--- src/rtl/spike_rate_meter.sv ---
// spike_rate_meter: windowed spike rate, inter-spike interval and burst flag
// for the lif neuron; all state advances only on en strobes.
module spike_rate_meter #(
    parameter int WIN_TICKS = 16,
    parameter int CNT_W     = 8,
    parameter int ISI_W     = 8
) (
    input  logic             clk,
    input  logic             rst_n,
    input  logic             en,
    input  logic             spike,
    input  logic [CNT_W-1:0] thresh,
    output logic [CNT_W-1:0] rate,
    output logic             rate_valid,
    output logic [ISI_W-1:0] isi,
    output logic             isi_valid,
    output logic             burst
);
    localparam int TW = $clog2(WIN_TICKS);
    localparam logic [TW-1:0] LAST = TW'(WIN_TICKS - 1);
    localparam logic [CNT_W-1:0] CMAX = '1;
    localparam logic [ISI_W-1:0] IMAX = '1;

    typedef enum logic {IDLE, ARMED} state_t;

    state_t           state_q, state_d;
    logic [TW-1:0]    tick_q, tick_d;
    logic [CNT_W-1:0] scnt_q, scnt_d, scnt_ev;
    logic [CNT_W-1:0] rate_q, rate_d;
    logic [ISI_W-1:0] since_q, since_d;
    logic [ISI_W-1:0] isi_q, isi_d;
    logic             rate_valid_q, rate_valid_d;
    logic             isi_valid_q, isi_valid_d;
    logic             burst_q, burst_d;
    logic             ev, close;

    always_comb begin
        ev           = en & spike;
        close        = en && (tick_q == LAST);
        tick_d       = !en ? tick_q : close ? '0 : tick_q + 1'b1;
        // the closing strobe's own event still belongs to the closing window
        scnt_ev      = (ev && scnt_q != CMAX) ? scnt_q + 1'b1 : scnt_q;
        scnt_d       = close ? '0 : scnt_ev;
        rate_d       = close ? scnt_ev : rate_q;
        burst_d      = close ? (scnt_ev >= thresh) : burst_q;
        rate_valid_d = close;
        state_d      = ev ? ARMED : state_q;
        isi_valid_d  = ev && state_q == ARMED;
        isi_d        = isi_valid_d ? since_q : isi_q;
        since_d      = ev ? ISI_W'(1)
                     : (en && state_q == ARMED && since_q != IMAX) ? since_q + 1'b1
                     : since_q;
    end

    always_ff @(posedge clk) begin
        if (rst_n) begin
            state_q      <= IDLE;
            tick_q       <= '0;
            scnt_q       <= '0;
            rate_q       <= '0;
            since_q      <= '0;
            isi_q        <= '0;
            rate_valid_q <= 1'b0;
            isi_valid_q  <= 1'b0;
            burst_q      <= 1'b0;
        end else begin
            state_q      <= state_d;
            tick_q       <= tick_d;
            scnt_q       <= scnt_d;
            rate_q       <= rate_d;
            since_q      <= since_d;
            isi_q        <= isi_d;
            rate_valid_q <= rate_valid_d;
            isi_valid_q  <= isi_valid_d;
            burst_q      <= burst_d;
        end
    end

    assign rate       = rate_q;
    assign rate_valid = rate_valid_q;
    assign isi        = isi_q;
    assign isi_valid  = isi_valid_q;
    assign burst      = burst_q;
endmodule

--- config.mk ---
export PLATFORM = sky130hd
export DESIGN_NAME = spike_rate_meter
export DESIGN_NICKNAME = d
export VERILOG_FILES = /design/src/rtl/spike_rate_meter.sv
export SDC_FILE = /design/constraint.sdc
export NUM_CORES = 1
export LEC_CHECK = 0
export CAP_MARGIN = 10
export CELL_PAD_IN_SITES_DETAIL_PLACEMENT = 0
export CELL_PAD_IN_SITES_GLOBAL_PLACEMENT = 1
export CORE_MARGIN = 2
export CORE_UTILIZATION = 39
export DETAILED_ROUTE_END_ITERATION = 8
export GPL_TIMING_DRIVEN = 0
export MAX_ROUTING_LAYER = met4
export PLACE_DENSITY = 0.79
export SLEW_MARGIN = 40
export SYNTH_ARGS = -nofsm -noshare
export SYNTH_HDL_FRONTEND = slang
export SYNTH_SLANG_ARGS = --single-unit
--- constraint.sdc ---
create_clock -name clk -period 2.6 [get_ports clk]
set_input_delay 0.52 -clock clk [delete_from_list [all_inputs] [get_ports clk]]
set_output_delay 0.52 -clock clk [all_outputs]
set_load 0.01 [all_outputs]
==> qor.yml <==
setup_path:
  slowest_delay_ns: 0.50
  worstPathArrival_ns: 2.65
  critical_path_class: "in2reg"
  cp_slowest_cell: "clkdlybuf4s50_1"
  cp-end-kind: "register"
  path_cells: "clkdlybuf4s50_1 -> and2_1 -> buf_6 -> o21ai_1 -> mux2i_1 -> inv_1 -> ha_1 -> o21ai_0 -> a21oi_1 -> o311ai_1 -> nand2_1"
  required_ns: 2.79
  crit_fanout: 7
  critPathTopFamily: "buffers and inverters"
  cp-start-kind: "input pin"
  cp.buffers_inverters: 3
run:
  drv_cap: 0
cts:
  clk_latency_ns: 0.30
  htreeDepth: 2
  root_buffer: "clkbuf_8"
  cts.clk_slew.worst_paths_ns: 0.09
  cts_tree: "done"
  cts_buffers: 5
  cts_sinks: 40
  cts_buffer_depth: 2
layout:
  final_nets: 280
  seq_area_um2: 801
  fin_util: 0.524
  insertedDiodeCount: 0
  multiInputGateArea_um2: 941
  n_fill_cell: 458
  layout-drive-gt1-share: 0.0543
  area_delta_synth_final_pct: 27.0
  final_cell_area_um2: 2330
synthesis:
  synthCells: 218
  synthArstFlopShare: 0
  syn_avg_cell_area_um2: 8.40
  synth_area_leaders: "dfxtp_1 44%, ha_1 7.5%, nand2_1 6.8%, nor2_1 4.5%, a21oi_1 4.1%"
  synth_top_area_share: 0.437
  synth_top_flop_cell: "dfxtp_1"
  yosysSeqAreaShare: 0.437
  synth_cell_type_count: 41
  synth_fp_nets: 241
  ys_ff_latch: 40
  yosysTopAreaCell: "dfxtp_1"
  synth_edf_count: 0
  netlist_area_um2: 1830
  ys_warn_count: 0
floorplanning:
  core_um2: 4440
  die_area_um2: 5260
  start_util: 0.412
  io_pins: 31
  die_h_um: 72.5
  rows: 24
  die_x_um: 72.5
sta:
  clock.fmax_mhz: 408
  skew_ns: 0.0110
  setup_ws_ns: 0.147
  min_period_ns: 2.45
  finalSetupViolations: 0
  final_max_slew_viol_count: 0
  period_share: 0.944
  rsz0062_at_grt: "no"
  fin_hold_ws_ns: 0.455
  worst_pin_slew_ns: 0.471
  slew_headroom: 0.686
  finalHoldViolations: 0
placed_design:
  dp_hpwl_um: 2860
  dpl_worst_slack_ns: -0.330
  place_area_um2: 2200
  io_buffers: 30
  place_congestion: 0.824
routing:
  drtIter0Drc: 58
  final_antenna_net_count: 0
  first_pass_iters: 4
  vias: 1568
  drc: 0
  via_per_inst: 5.06
  routedWlPerCell_um: 12.6
  wirelength_um: 3920
power:
  p_sw_frac: 0.234
  p_switching_uw: 291
  p_int_uw: 951
  power.share.clock: 0.426
  ir_drop_mv: 0.371
  finalPower_mw: 1.24
  power_leakage_nw: 0.946
  p_per_area_nw_per_um2: 534
  pwr-share-seq: 0.506
  combPwrFrac: 0.067
global_routing:
  grt_max_degree: 15
  gr-total-overflow: 0
  track_usage: 0.166
  antenna_found_initial: 0
  grt_first_pass_wirelength_um: 6550
  grt_pass1_vias: 1417
run_status:
  status: "completed"
hold_path:
  holdCritPathClass: "reg2reg"
[final cells by class]
cell class | instances | area share
Multi-Input combinational cell | 157 | 0.404
Timing Repair Buffer | 32 | 0.135
Tap cell | 52 | 0.0280
Buffer | 7 | 0.0161
Clock buffer | 5 | 0.0296
Clock inverter | 3 | 0.0199
Sequential cell | 40 | 0.344
Inverter | 14 | 0.0226
[worst min-delay path, stage by stage, from the launching register on]
cell and delay [ns]:
dfxtp_1 0.33, nand2_1 0.04, o21ai_0 0.05
[sequential cells by signal, indices dropped and copies added (netlist names)]
| name | cells |
|---|---|
| rate | 8 |
| isi | 8 |
| state_q | 1 |
| rate_valid | 1 |
| isi_valid | 1 |
| tick_q | 4 |
| scnt_q | 8 |
| burst | 1 |
| since_q | 8 |
[power groups by stage]
stage / clock network [mW] / logic (mW) / registers, mW
floorplan: 0 / 0.0474 / 0.642
global placement: 0 / 0.0805 / 0.643
detailed placement: 0 / 0.0807 / 0.643
CTS: 0.545 / 0.0833 / 0.629
global route: 0.567 / 0.0948 / 0.630
finish: 0.530 / 0.0833 / 0.629
[through the flow]
step | instances | TNS (ns)
detailed placement | 300 | -0.330
global route | 310 | 0
global placement | 300 | -0.373
floorplan | 218 | 0
CTS | 309 | 0
finish | 310 | 0
[worst paths after layout]
kind	to	startpoint	slack [ns]	cells after the start
setup / recovery	burst$_SDFFE_PP0P_	spike	0.15	11
hold reg to reg	rate[7]$_SDFFE_PP0P_	rate[7]$_SDFFE_PP0P_	0.46	2
setup reg to reg	burst$_SDFFE_PP0P_	scnt_q[0]$_SDFF_PP0_	0.35	10
hold / removal	rate[7]$_SDFFE_PP0P_	rate[7]$_SDFFE_PP0P_	0.46	2
[placed cells by master (no fill, tap or decap), types with 2 or more instances in the layout]
| master | instances |
|---|---|
| o21ai_0 | 10 |
| a31oi_1 | 2 |
| and3_1 | 3 |
| nor2b_1 | 2 |
| or4_1 | 2 |
| nand2_1 | 33 |
| mux2i_1 | 5 |
| ha_1 | 11 |
| a22o_1 | 2 |
| xor2_1 | 5 |
| and2_1 | 2 |
| nand2b_1 | 2 |
| and4_1 | 2 |
| clkbuf_8 | 5 |
| a21oi_1 | 15 |
| o211ai_1 | 3 |
| dfxtp_1 | 40 |
| nor2_1 | 22 |
| inv_1 | 14 |
| buf_4 | 3 |
| clkdlybuf4s50_1 | 30 |
| nand4_1 | 6 |
| nand3_1 | 7 |
| nor3_1 | 6 |
| clkbuf_1 | 5 |
[what timing repair did]
| item | 4_1_cts | 5_1_grt |
|---|---|---|
| setup endpoints to repair | 1 | 1 |
| setup buffers | 1 | 1 |
| hold buffers | 0 | 0 |
| gates resized for setup | 0 | 1 |
[cells in the mapped netlist, types with 2 or more instances]
master,n
xor2_1,5
a22o_1,2
o211ai_1,3
and4_1,2
a31oi_1,2
mux2i_1,5
dfxtp_1,40
nand4_1,6
a21oi_1,15
nand2b_1,2
inv_1,14
or4_1,2
ha_1,11
clkbuf_1,5
nand3_1,7
nor3_1,6
nand2_1,33
and3_1,3
nor2_1,22
and2_1,2
nor2b_1,2
o21ai_0,10
[cell families (layout without fill, tap and decap cells)]
family | count (synthesis) | after routing | synth area share
xor gates and xnor gates | 6 | 6 | 0.0287
muxes | 6 | 6 | 0.0335
DFF | 40 | 40 | 0.437
and+or+nand+nor | 93 | 93 | 0.240
adders and majority gates | 11 | 11 | 0.0751
buffers and inverters | 21 | 61 | 0.0492
AOI/OAI and AO/OA | 41 | 41 | 0.137
[routing by layer]
layer,wire (um),up-vias,share of wire,GRT usage
met5,0,-,0,-
met4,27,0,0.0069,0.0617
met3,223,2,0.057,0.0431
met2,1650,34,0.42,0.238
met1,2020,695,0.52,0.224
li1,-,837,-,-
No activity file was read; power rests on OpenSTA's default activity.
